<file path="src/rtl/audio_codec_pkg.sv">
// Shared definitions for the WM8731 audio codec path: frame geometry,
// ADC receiver state encoding and the codec control register map used by
// the configuration sequencer.
package audio_codec_pkg;

    localparam int SAMPLE_BITS = 16;
    localparam int FRAME_BITS  = 32;

    typedef enum logic [1:0] {
        IDLE      = 2'd0,
        WAIT_SYNC = 2'd1,
        SHIFT     = 2'd2
    } rx_state_t;

    // WM8731 control register addresses (7-bit address, 9-bit data words)
    localparam logic [6:0] REG_LEFT_LINE_IN  = 7'h00;
    localparam logic [6:0] REG_RIGHT_LINE_IN = 7'h01;
    localparam logic [6:0] REG_LEFT_HP_OUT   = 7'h02;
    localparam logic [6:0] REG_RIGHT_HP_OUT  = 7'h03;
    localparam logic [6:0] REG_ANALOG_PATH   = 7'h04;
    localparam logic [6:0] REG_DIGITAL_PATH  = 7'h05;
    localparam logic [6:0] REG_POWER_DOWN    = 7'h06;
    localparam logic [6:0] REG_DIGITAL_IF    = 7'h07;
    localparam logic [6:0] REG_SAMPLING      = 7'h08;
    localparam logic [6:0] REG_ACTIVE        = 7'h09;
    localparam logic [6:0] REG_RESET         = 7'h0F;

    // Digital interface value: DSP mode, 16-bit words, slave
    localparam logic [8:0] DIGITAL_IF_DSP16  = 9'h003;

    // Pack a register address and data into the 16-bit control word
    function automatic logic [15:0] codec_cmd(input logic [6:0] addr,
                                              input logic [8:0] data);
        return {addr, data};
    endfunction

endpackage

</file>
<file path="src/rtl/audio_adc_rx_sync.sv">
// Multi-flop synchronizer for one edge-detected input plus companion
// inputs that share the exact same delay, so a registered rise pulse and
// the companion samples arrive in the same clk cycle.
module sync_rise_detect #(
    parameter int SYNC_STAGES = 2,
    parameter int AUX_W       = 2
) (
    input  logic             clk,
    input  logic             reset,
    input  logic             edge_i,
    input  logic [AUX_W-1:0] aux_i,
    output logic             rise_o,
    output logic [AUX_W-1:0] aux_o
);

    logic [SYNC_STAGES-1:0] edge_sync_q;
    logic [AUX_W-1:0]       aux_sync_q [SYNC_STAGES];
    logic                   edge_prev_q;
    logic                   rise_q;
    logic [AUX_W-1:0]       aux_q;

    // Synchronizer chains, rise detect and aligned companion register
    always_ff @(posedge clk) begin
        if (reset) begin
            edge_sync_q <= '0;
            for (int s = 0; s < SYNC_STAGES; s++) begin
                aux_sync_q[s] <= '0;
            end
            edge_prev_q <= 1'b0;
            rise_q      <= 1'b0;
            aux_q       <= '0;
        end else begin
            edge_sync_q   <= {edge_sync_q[SYNC_STAGES-2:0], edge_i};
            aux_sync_q[0] <= aux_i;
            for (int s = 1; s < SYNC_STAGES; s++) begin
                aux_sync_q[s] <= aux_sync_q[s-1];
            end
            edge_prev_q <= edge_sync_q[SYNC_STAGES-1];
            rise_q      <= edge_sync_q[SYNC_STAGES-1] & ~edge_prev_q;
            aux_q       <= aux_sync_q[SYNC_STAGES-1];
        end
    end

    assign rise_o = rise_q;
    assign aux_o  = aux_q;

endmodule

</file>
<file path="src/rtl/audio_adc_rx.sv">
// WM8731 ADC-path receiver: deserializes DSP-mode ADCDAT frames (one-BCLK
// LRC pulse, then left then right sample MSB first) on oversampled BCLK
// rising edges and presents left/right pairs on a valid/ready handshake.
module audio_adc_rx #(
    parameter int SAMPLE_BITS = audio_codec_pkg::SAMPLE_BITS,
    parameter int SYNC_STAGES = 2
) (
    input  logic                   clk,
    input  logic                   reset,
    input  logic                   enable,
    input  logic                   bclk,
    input  logic                   adc_lrck,
    input  logic                   adc_dat,
    output logic [SAMPLE_BITS-1:0] sample_left,
    output logic [SAMPLE_BITS-1:0] sample_right,
    output logic                   sample_valid,
    input  logic                   sample_ready,
    output logic                   overrun,
    output logic                   frame_error
);

    import audio_codec_pkg::*;

    localparam int          FRAME_LEN = 2 * SAMPLE_BITS;
    localparam logic [5:0]  LAST_BIT  = 6'(FRAME_LEN - 1);

    logic                   rise_s;
    logic [1:0]             aux_s;
    logic                   lrck_s;
    logic                   dat_s;
    logic [FRAME_LEN-1:0]   shift_d;
    logic                   frame_done_s;
    logic                   xfer_s;

    rx_state_t              state_q;
    logic [5:0]             bit_cnt_q;
    logic [FRAME_LEN-1:0]   shift_q;
    logic [SAMPLE_BITS-1:0] left_q;
    logic [SAMPLE_BITS-1:0] right_q;
    logic                   valid_q;
    logic                   overrun_q;
    logic                   frame_error_q;

    sync_rise_detect #(
        .SYNC_STAGES (SYNC_STAGES),
        .AUX_W       (2)
    ) u_sync (
        .clk    (clk),
        .reset  (reset),
        .edge_i (bclk),
        .aux_i  ({adc_lrck, adc_dat}),
        .rise_o (rise_s),
        .aux_o  (aux_s)
    );

    assign lrck_s = aux_s[1];
    assign dat_s  = aux_s[0];

    // Next shift value, frame-complete and handshake-transfer qualifiers
    always_comb begin
        shift_d      = {shift_q[FRAME_LEN-2:0], dat_s};
        frame_done_s = 1'b0;
        if (enable && (state_q == SHIFT) && rise_s && !lrck_s
            && (bit_cnt_q == LAST_BIT)) begin
            frame_done_s = 1'b1;
        end else begin
            frame_done_s = 1'b0;
        end
        xfer_s = valid_q & sample_ready;
    end

    // Receiver FSM, bit counter, shift register and registered outputs
    always_ff @(posedge clk) begin
        if (reset) begin
            state_q       <= IDLE;
            bit_cnt_q     <= 6'd0;
            shift_q       <= '0;
            left_q        <= '0;
            right_q       <= '0;
            valid_q       <= 1'b0;
            overrun_q     <= 1'b0;
            frame_error_q <= 1'b0;
        end else begin
            frame_error_q <= 1'b0;

            // Output pair: a completed frame is taken only if the slot is
            // free or being emptied this cycle; otherwise it is dropped.
            if (frame_done_s) begin
                if (!valid_q || sample_ready) begin
                    left_q  <= shift_d[FRAME_LEN-1:SAMPLE_BITS];
                    right_q <= shift_d[SAMPLE_BITS-1:0];
                    valid_q <= 1'b1;
                end else begin
                    overrun_q <= 1'b1;
                end
            end else if (xfer_s) begin
                valid_q <= 1'b0;
            end else begin
                valid_q <= valid_q;
            end

            // Disabling the receiver aborts any frame and clears overrun;
            // a pending pair survives until it is taken.
            if (!enable) begin
                state_q   <= IDLE;
                bit_cnt_q <= 6'd0;
                shift_q   <= '0;
                overrun_q <= 1'b0;
            end else begin
                case (state_q)
                    IDLE: begin
                        state_q <= WAIT_SYNC;
                    end
                    WAIT_SYNC: begin
                        if (rise_s && lrck_s) begin
                            bit_cnt_q <= 6'd0;
                            shift_q   <= '0;
                            state_q   <= SHIFT;
                        end else begin
                            state_q <= WAIT_SYNC;
                        end
                    end
                    SHIFT: begin
                        if (rise_s && lrck_s) begin
                            // Sync pulse inside a frame: restart, drop the bit
                            frame_error_q <= 1'b1;
                            bit_cnt_q     <= 6'd0;
                            shift_q       <= '0;
                            state_q       <= SHIFT;
                        end else if (rise_s) begin
                            shift_q   <= shift_d;
                            bit_cnt_q <= bit_cnt_q + 6'd1;
                            if (bit_cnt_q == LAST_BIT) begin
                                state_q <= WAIT_SYNC;
                            end else begin
                                state_q <= SHIFT;
                            end
                        end else begin
                            state_q <= SHIFT;
                        end
                    end
                    default: begin
                        state_q <= IDLE;
                    end
                endcase
            end
        end
    end

    assign sample_left  = left_q;
    assign sample_right = right_q;
    assign sample_valid = valid_q;
    assign overrun      = overrun_q;
    assign frame_error  = frame_error_q;

endmodule

</file>
<file path="config.mk">
export PLATFORM = sky130hd
export DESIGN_NAME = audio_adc_rx
export DESIGN_NICKNAME = d
export VERILOG_FILES = /design/src/rtl/audio_codec_pkg.sv /design/src/rtl/audio_adc_rx_sync.sv /design/src/rtl/audio_adc_rx.sv
export SDC_FILE = /design/constraint.sdc
export NUM_CORES = 1
export LEC_CHECK = 0
export ABC_AREA = 1
export BUFFER_PORTS_ARGS = -buffer_cell sky130_fd_sc_hd__buf_2
export CAP_MARGIN = 10
export CELL_PAD_IN_SITES_DETAIL_PLACEMENT = 0
export CELL_PAD_IN_SITES_GLOBAL_PLACEMENT = 1
export CORE_ASPECT_RATIO = 0.75
export CORE_MARGIN = 2
export CORE_UTILIZATION = 37
export CTS_CLUSTER_SIZE = 14
export DETAILED_ROUTE_END_ITERATION = 8
export PLACE_DENSITY = 0.72
export SETUP_SLACK_MARGIN = 0.3
export SLEW_MARGIN = 20
export SYNTH_ARGS = -nofsm -noshare
export SYNTH_HDL_FRONTEND = slang
export SYNTH_HIERARCHICAL = 1
export SYNTH_SLANG_ARGS = --single-unit
</file>
<file path="constraint.sdc">
create_clock -name clk -period 1.3 [get_ports clk]
set_input_delay 0.26 -clock clk [delete_from_list [all_inputs] [get_ports clk]]
set_output_delay 0.26 -clock clk [all_outputs]
set_load 0.02 [all_outputs]
</file>
==> results.json, run 1 <==
{
  "status": "finished with violations",
  "violations": "setup timing",
  "worstPathMaxFanout": 8,
  "antenna_found_initial": 0,
  "cp_common_cell": "buf_12",
  "overflow": 0,
  "core_area_um2": 8930,
  "path_delay_family": "simple AND/OR/NAND/NOR gates",
  "worst_slack_ps": -90.2,
  "async_reset_ff_share_pct": 0,
  "finalHoldViolations": 0,
  "grt_pass1_wl_mm": 13.1,
  "drtAntennaViolNets": 0,
  "grt_start_max_net_pins": 44,
  "cts_sinks": 84,
  "synth.distinct_cells": 25,
  "critPathCaptureType": "flip-flop",
  "clk_pin_slew_ps": 60,
  "synth.avg_cell_area_um2": 7.51,
  "drive_gt1_share_pct": 46.0,
  "dieArea_um2": 9860,
  "slowest_delay_ps": 320,
  "die_h_um": 86.5,
  "syn_nets": 455,
  "row_count": 30,
  "initial_utilization_pct": 37.6,
  "whs_ps": 121,
  "routedWlPerCell_um": 12.7,
  "drcViolationCount": 0,
  "num_vias": 2851,
  "rsz0062_at_grt": "yes",
  "crit_chain": "inv_2, nand4_1, nand2_4, buf_12, buf_12, buf_16, nand2_2, nand2_1, nor2_1",
  "cts_tree": "done",
  "globalplace.congestion": 0.799,
  "tightest_slew_ps": 444,
  "ir_worst_vdd_v": 0.000706,
  "ys.warnings.count": 6,
  "grt_pass1_vias": 2656,
  "diodes": 0,
  "cts_max_level": 3,
  "synth_edf_count": 0,
  "max-clock-path-buffers": 2,
  "die_w_um": 114,
  "ys_ff_latch": 84,
  "period_minus_slack_ps": 1390,
  "drtPass1Iterations": 4,
  "powerDensity_nw_per_um2": 1030,
  "hpwl_mm": 4.24,
  "critPathLaunchType": "flip-flop",
  "critPathArrivalTime_ps": 1620,
  "wl_mm": 8.09,
  "port_buffers": 41,
  "worst-path-buf-inv": 4,
  "fin_crit_sh_pct": 107,
  "synth_cells": 447,
  "fin_skew_ps": 5.49,
  "leakage_nw": 2.35,
  "preCtsSetupSlack_ps": -76.8,
  "grt_usage_pct": 17.6,
  "tns_ps": -3040,
  "setup_viol": 63,
  "slew_viol_final": 0,
  "insertion_delay_ps": 340,
  "maxSlewHeadroom_pct": 70.3,
  "fmax_mhz": 719,
  "seq_area_frac_synth_pct": 50.1,
  "area_growth_pct": 55.3,
  "nFillCells": 800,
  "numCtsBuffers": 9,
  "post_drt_via_cell_ratio": 4.48,
  "clockRootBuffer": "clkbuf_16",
  "nets": 527,
  "drv_cap": 0,
  "drt_iter0_drc": 115,
  "ios": 42,
  "required_ps": 1530,
  "syn_area_um2": 3360,
  "crit_type": "flip-flop to flip-flop",
  "hold_path_class": "input pin to flip-flop",
  "cpMaxStageDelayCell": "dfxtp_2",
  "synth_ff_type": "dfxtp_1"
}
## worst register-to-register path, stage by stage (launching register included)
cell and delay, ps:
dfxtp_2 320, inv_2 80, nand4_1 170, nand2_4 180, buf_12 170, buf_12 110
buf_16 120, nand2_2 40, nand2_1 60, nor2_1 40
## routing by layer
metal,part of all wire (%),global-route usage [%]
met1,50,24.1
met3,3.9,4.90
met2,44,26.3
met5,0,0
met4,1.6,6.98
## cells by family (layout without fill, tap and decap cells)
| group | count (synthesis) | after routing | share of synthesized area [%] |
|---|---|---|---|
| flops | 84 | 84 | 50.1 |
| buf+inv | 75 | 152 | 10.4 |
| fa+ha+maj | 1 | 1 | 0.373 |
| simple gates | 262 | 262 | 35.1 |
| compound gates | 25 | 25 | 4.02 |
## state kept, by name (all words and copies together) (netlist names)
register / count
sample_left: 16
u_sync/edge_sync_q: 2
frame_error: 1
sample_valid: 1
sample_right: 16
bit_cnt_q: 6
overrun: 1
u_sync/aux_o: 2
u_sync/aux_sync_q: 4
u_sync/rise_o: 1
u_sync/edge_prev_q: 1
shift_q: 31
state_q: 2
## cells in the final DEF, fill, tap and decap left out, types with 2 or more instances in the layout
cell type and instances:
nor2_1 94, nand2_1 70, inv_1 48, dfxtp_1 44
dfxtp_2 40, buf_6 38, nor2_4 28, nor3_2 24
buf_4 14, nor2_2 12, nand2_2 11, clkbuf_16 11
buf_12 11, nand3_1 10, a21oi_1 9, nand2_4 7
o21ai_2 7, buf_16 7, buf_2 6, inv_2 5
a21oi_2 4, nand4_1 2, inv_16 2, clkbuf_8 2
clkinv_2 2, inv_12 2
## what timing repair did
action | CTS | global route
buffers inserted | 11 | 4
endpoints found under the setup margin | 109 | 109
hold endpoints to repair | 0 | 0
pin swaps | 16 | 19
gates resized for setup | 185 | 34
gates cloned | 9 | 2
hold buffers | 0 | 0
## worst paths after layout
path                                 start                                  to  slack, ps  cells after the start
max                  state_q[1]$_SDFF_PP0_           bit_cnt_q[4]$_SDFFE_PP0P_        -90                      9
min                                adc_dat  u_sync/aux_sync_q[0][0]$_SDFF_PP0_        120                      3
max reg2reg          state_q[1]$_SDFF_PP0_           bit_cnt_q[4]$_SDFFE_PP0P_        -90                      9
min reg2reg  u_sync/edge_prev_q$_SDFF_PP0_            u_sync/rise_o$_SDFF_PP0_        400                      1
## synth_stat cells (4+ instances only)
cell type    n  area share [%]
nor2_1     129              14
dfxtp_1     84              50
nand2_1     84             9.4
inv_1       48             5.4
nor3_2      18             5.4
a21oi_1     13             1.9
nand3_1     10             1.5
buf_2        9             1.3
o21ai_0      8             1.2
buf_6        7             2.3
nor3_1       7             1.0
inv_2        6            0.67
nand2_2      5            0.93
clkbuf_1     4            0.45
## cell type report
type	instances	area, um^2	area share [%]
Clock buffer	12	256	4.92
Multi-Input combinational cell	288	1730	33.1
Inverter	54	219	4.20
Tap cell	112	140	2.69
Sequential cell	84	1730	33.2
Timing Repair inverter	3	52.6	1.01
Clock inverter	4	47.5	0.912
Timing Repair Buffer	79	1040	20.0
## power breakdown
part           switching [mW]  internal, mW  total, mW
sequential            0.00797          2.59       2.60
clock                    1.01          1.59       2.60
combinational          0.0900        0.0638      0.154
## stage by stage
step,util [%],area [um^2],total power [mW],instances
floorplan,-,3490,2.72,447
global placement,42.9,3830,2.77,594
detailed placement,42.9,3830,2.77,594
CTS,56.1,5010,5.43,630
global route,58.4,5220,5.53,636
finish,58.4,5220,5.35,636
Power figures use the tool's default switching activity.
==> run 2: changes to the inputs <==
--- a/config.mk
+++ b/config.mk
@@ -7,15 +7,16 @@
 export LEC_CHECK = 0
 export ABC_AREA = 1
 export BUFFER_PORTS_ARGS = -buffer_cell sky130_fd_sc_hd__buf_2
-export CAP_MARGIN = 10
+export CAP_MARGIN = 20
 export CELL_PAD_IN_SITES_DETAIL_PLACEMENT = 0
 export CELL_PAD_IN_SITES_GLOBAL_PLACEMENT = 1
 export CORE_ASPECT_RATIO = 0.75
 export CORE_MARGIN = 2
-export CORE_UTILIZATION = 37
+export CORE_UTILIZATION = 39
+export CTS_BUF_LIST = sky130_fd_sc_hd__clkbuf_8
 export CTS_CLUSTER_SIZE = 14
 export DETAILED_ROUTE_END_ITERATION = 8
-export PLACE_DENSITY = 0.72
+export PLACE_DENSITY = 0.73
 export SETUP_SLACK_MARGIN = 0.3
 export SLEW_MARGIN = 20
 export SYNTH_ARGS = -nofsm -noshare
==> run 2 against run 1 <==
The run still ends with setup timing left. Via count increased by 6.5%. Core utilization rose by 5.7 points. Flip-flop and latch count stayed put. Clock-buffer cell count shrank 2. Power fell by 15%. Die area decreased by 4.9%. Routed wire length rose by 6.0%. Non-clock buffer count grew 25. Fmax decreased by 8.4%. Critical path type unchanged. Largest cell class is now multi-input combinational cells.
==> results.json, run 2 (same netlist as run 1, synthesis figures left out) <==
{
  "fmax_mhz": 659,
  "required_ps": 1550,
  "die_h_um": 84.4,
  "ir_worst_vdd_v": 0.000681,
  "final_common_cell": "nor2_1",
  "layout_common_cells": "nor2_1, nand2_1, inv_1",
  "slew_viol_final": 0,
  "tightest_slew_ps": 353,
  "period_minus_slack_ps": 1520,
  "drtPass1Iterations": 4,
  "fin_cells": 656,
  "place_inst": 596,
  "powerDensity_nw_per_um2": 844,
  "worst_slack_ps": -218,
  "numCtsBuffers": 9,
  "rsz0062_at_grt": "yes",
  "critPathArrivalTime_ps": 1770,
  "antenna_found_initial": 0,
  "finalHoldViolations": 0,
  "row_count": 29,
  "grt_start_max_net_pins": 29,
  "wl_mm": 8.57,
  "setup_viol": 69,
  "fin_crit_sh_pct": 117,
  "leakage_nw": 2.41,
  "num_vias": 3036,
  "drive_gt1_share_pct": 50.9,
  "critPathCaptureType": "flip-flop",
  "nFillCells": 693,
  "globalplace.congestion": 0.742,
  "drcViolationCount": 0,
  "clk_pin_slew_ps": 80,
  "grt_pass1_wl_mm": 13.0,
  "sw_frac_of_total_pct": 21.6,
  "clockRootBuffer": "clkbuf_8",
  "core_area_um2": 8420,
  "critPathLaunchType": "flip-flop",
  "max-clock-path-buffers": 2,
  "drtAntennaViolNets": 0,
  "regArea_um2": 1740,
  "routedWlPerCell_um": 13.1,
  "violations": "setup timing",
  "internal_power_mw": 3.57,
  "cts_max_level": 3,
  "cts_sinks": 84,
  "top_register": "shift_q",
  "power_frac_comb_pct": 3.7,
  "maxSlewHeadroom_pct": 76.4,
  "post_drt_via_cell_ratio": 4.63,
  "diodes": 0,
  "die_w_um": 111,
  "status": "finished with violations",
  "hpwl_mm": 4.35,
  "utilization_pct": 64.1,
  "insertion_delay_ps": 360,
  "overflow": 0,
  "area_growth_pct": 60.6,
  "hold_path_class": "input pin to flip-flop",
  "fin_skew_ps": 8.32,
  "nets": 552,
  "worstPathMaxFanout": 7,
  "ios": 42,
  "cts_tree": "done",
  "p_switching_mw": 0.985,
  "grt_pass1_vias": 2771,
  "seq_power_share_pct": 56.9,
  "dieArea_um2": 9380,
  "clkPwrFrac_pct": 39.4,
  "p_total_mw": 4.55,
  "crit_type": "flip-flop to flip-flop",
  "largest_register_ffs": 31,
  "drt_iter0_drc": 157,
  "multi_input_area_um2": 1790,
  "port_buffers": 41,
  "drv_cap": 0,
  "grt_usage_pct": 17.4,
  "initial_utilization_pct": 39.9
}
==> run 2: cell count changes in the layout (fill, tap and decap cells not counted), moves of 6 or more <==
cell,previous run,this run
nand2_2,11,21
nand2_1,70,59
buf_4,14,27
clkbuf_16,11,3
buf_6,38,49
nor2_2,12,20
clkbuf_8,2,10
nor3_2,24,18
==> run 2: worst paths after layout <==
path / endpoint / cells after the start / start / slack (ps)
setup / recovery: sample_right[3]$_SDFFE_PP0P_ / 10 / bit_cnt_q[0]$_SDFFE_PP0P_ / -220
hold reg to reg: u_sync/rise_o$_SDFF_PP0_ / 1 / u_sync/edge_prev_q$_SDFF_PP0_ / 390
setup reg to reg: sample_right[3]$_SDFFE_PP0P_ / 10 / bit_cnt_q[0]$_SDFFE_PP0P_ / -220
hold / removal: u_sync/aux_sync_q[0][1]$_SDFF_PP0_ / 3 / adc_lrck / 110
==> run 2: power by group through the flow <==
| stage | combinational [mW] | clock (mW) | sequential [mW] |
|---|---|---|---|
| 2_1_floorplan | 0.0742 | 0 | 2.65 |
| 3_3_place_gp | 0.114 | 0 | 2.65 |
| 3_5_place_dp | 0.114 | 0 | 2.65 |
| 4_1_cts | 0.161 | 1.84 | 2.59 |
| 5_1_grt | 0.179 | 1.95 | 2.59 |
| 6_report | 0.167 | 1.79 | 2.59 |
==> run 2: cell type report <==
type	count	share of cell area (%)
clock buffers	10	2.55
flip-flops and latches	84	32.2
clock inverters	5	0.858
multi-input cells	289	33.2
well taps	108	2.51
inverters	54	4.06
repair inverters	2	0.742
repair buffers	104	23.9
==> run 2: routing by layer <==
metal / vias up / GRT usage [%] / wire [um]
met5: - / 0 / 0
met3: 15 / 5.49 / 330
met1: 1405 / 21.8 / 3890
li1: 1556 / - / -
met4: 0 / 4.71 / 118
met2: 60 / 29.4 / 4240
==> run 2: what timing repair did <==
item                       4_1_cts  5_1_grt
gates resized for setup        188       56
hold buffers                     0        0
buffers inserted                23        8
setup endpoints to repair      109      109
pin swaps                       21       19
gates cloned                     9        5
==> run 2: worst max-delay path: stages (launching register included) <==
cell and delay, ps:
dfxtp_2 370, ha_4 160, nand2_4 50, inv_2 60, nand2_2 60, nor2_4 130
buf_6 120, nand3_4 100, clkbuf_16 200, nor2_1 100, nor2_1 60
==> run 2: through the flow <==
step	TNS (ps)	instance area, um^2	setup WS [ps]	hold WS, ps
floorplan	0	3490	2.64	329
global placement	-1140	3860	-63.9	388
detailed placement	-2230	3860	-111	392
CTS	-3730	5030	-107	87.4
global route	-12340	5390	-271	90.5
finish	-7730	5390	-218	105
==> run 3: changes to the inputs <==
--- a/config.mk
+++ b/config.mk
@@ -7,7 +7,7 @@
 export LEC_CHECK = 0
 export ABC_AREA = 1
 export BUFFER_PORTS_ARGS = -buffer_cell sky130_fd_sc_hd__buf_2
-export CAP_MARGIN = 20
+export CAP_MARGIN = 10
 export CELL_PAD_IN_SITES_DETAIL_PLACEMENT = 0
 export CELL_PAD_IN_SITES_GLOBAL_PLACEMENT = 1
 export CORE_ASPECT_RATIO = 0.75
==> constraint.sdc (replaced) <==
create_clock -name clk -period 1.3 [get_ports clk]
set_input_delay 0.26 -clock clk [delete_from_list [all_inputs] [get_ports clk]]
set_output_delay 0.26 -clock clk [all_outputs]
set_load 0.1 [all_outputs]
==> run 3 against run 2 <==
Fmax rose by 5.4%. First-iteration DRC count decreased by 37%. Register-to-register slack gained 80 ps. The flow still finishes with violations (setup timing). Non-clock buffer count shrank 20.
==> results.json, run 3 (same netlist as run 1, synthesis figures left out) <==
{
  "slew_viol_final": 0,
  "hpwl_mm": 4.28,
  "layout_common_cells": "nor2_1, nand2_1, inv_1",
  "leakage_nw": 2.37,
  "numCtsBuffers": 9,
  "power_frac_comb_pct": 3.9,
  "seq_power_share_pct": 59.8,
  "row_count": 29,
  "core_area_um2": 8420,
  "nFillCells": 719,
  "final_common_cell": "nor2_1",
  "cts_sinks": 84,
  "drcViolationCount": 0,
  "diodes": 0,
  "drtAntennaViolNets": 0,
  "insertion_delay_ps": 350,
  "maxSlewHeadroom_pct": 71.5,
  "grt_start_max_net_pins": 36,
  "worstPathMaxFanout": 6,
  "clk_pin_slew_ps": 80,
  "drtPass1Iterations": 4,
  "finalHoldViolations": 0,
  "fin_skew_ps": 9.03,
  "routedWlPerCell_um": 12.2,
  "hold_path_class": "input pin to flip-flop",
  "crit_type": "flip-flop to flip-flop",
  "drv_cap": 0,
  "cts_tree": "done",
  "whs_ps": 108,
  "fmax_mhz": 695,
  "powerDensity_nw_per_um2": 814,
  "fin_crit_sh_pct": 111,
  "period_minus_slack_ps": 1440,
  "ios": 42,
  "internal_power_mw": 3.32,
  "p_switching_mw": 1.01,
  "preCtsSetupSlack_ps": -67.4,
  "antenna_found_initial": 0,
  "globalplace.congestion": 0.761,
  "grt_usage_pct": 16.3,
  "die_w_um": 111,
  "max-clock-path-buffers": 2,
  "critPathLaunchType": "flip-flop",
  "drt_iter0_drc": 99,
  "drive_gt1_share_pct": 46.5,
  "nets": 529,
  "port_buffers": 41,
  "setup_viol": 66,
  "grt_pass1_wl_mm": 12.4,
  "post_drt_via_cell_ratio": 4.61,
  "area_growth_pct": 58.4,
  "dieArea_um2": 9380,
  "rsz0062_at_grt": "yes",
  "initial_utilization_pct": 39.9,
  "wl_mm": 7.73,
  "cts_max_level": 3,
  "top_register": "shift_q",
  "clkPwrFrac_pct": 36.3,
  "critPathCaptureType": "flip-flop",
  "sw_frac_of_total_pct": 23.3,
  "die_h_um": 84.4,
  "num_vias": 2921,
  "tightest_slew_ps": 425,
  "critPathArrivalTime_ps": 1680,
  "worst_slack_ps": -139,
  "ir_worst_vdd_v": 0.000432,
  "violations": "setup timing",
  "clockRootBuffer": "clkbuf_8",
  "status": "finished with violations",
  "overflow": 0,
  "grt_pass1_vias": 2703,
  "required_ps": 1540,
  "largest_register_ffs": 31
}
## run 3: cell types whose count changed in the layout (fill, tap and decap cells not counted), moves of 10 or more
cell     delta
buf_12     +37
buf_4      -10
buf_6      -45
nand2_1    +15
nand2_2    -13
nor2_2     +12
nor2_4     -15
## run 3: power groups by stage
stage	clock network, mW	registers, mW	logic (mW)
finish	1.57	2.59	0.168
global route	1.72	2.59	0.181
CTS	1.63	2.59	0.152
detailed placement	0	2.65	0.109
global placement	0	2.65	0.108
floorplan	0	2.65	0.0742
## run 3: per-layer routing
| metal | up-vias | part of all wire [%] | GRT usage [%] |
|---|---|---|---|
| li1 | 1501 | - | - |
| met5 | - | 0 | 0 |
| met2 | 52 | 48 | 27.1 |
| met3 | 17 | 4.0 | 5.27 |
| met4 | 0 | 2.2 | 5.61 |
| met1 | 1351 | 45 | 20.2 |
## run 3: final cells by class
| class | count | area (um^2) | area share, % |
|---|---|---|---|
| sequential | 84 | 1740 | 32.7 |
| timing repair buffer | 84 | 1410 | 26.4 |
| clock inverter | 6 | 33.8 | 0.635 |
| tap | 108 | 135 | 2.54 |
| multi-input combinational | 288 | 1660 | 31.3 |
| inverter | 54 | 219 | 4.12 |
| clock buffer | 9 | 124 | 2.33 |
## run 3: through the flow
stage	power (mW)	TNS (ps)	util (%)	area, um^2	cells
6_report	4.33	-3730	63.2	5320	633
5_1_grt	4.49	-10180	63.2	5320	633
4_1_cts	4.37	-2100	59.6	5020	623
3_5_place_dp	2.76	-943	52.1	4390	592
3_3_place_gp	2.76	-99.2	52.1	4390	592
2_1_floorplan	2.72	0	-	3540	447
## run 3: final timing paths
path / from / end / slack (ps) / cells after the start
max: u_sync/rise_o$_SDFF_PP0_ / bit_cnt_q[4]$_SDFFE_PP0P_ / -140 / 7
min: bclk / u_sync/edge_sync_q[0]$_SDFF_PP0_ / 110 / 3
max reg2reg: u_sync/rise_o$_SDFF_PP0_ / bit_cnt_q[4]$_SDFFE_PP0P_ / -140 / 7
min reg2reg: u_sync/edge_prev_q$_SDFF_PP0_ / u_sync/rise_o$_SDFF_PP0_ / 390 / 1
## run 3: what timing repair did
action                     in CTS  in global routing
gates resized for setup        51                 45
setup endpoints to repair     108                109
pin swaps                      11                 11
cloned                          7                  2
hold buffers                    0                  0
buffers inserted                9                  8
## run 3: critical path, cell delays in order, from the launching register on
cell	delay [ps]
dfxtp_4	370
nand4_1	170
nand2_4	140
buf_6	160
buf_12	120
buf_16	130
a31oi_1	180
nor2_1	70
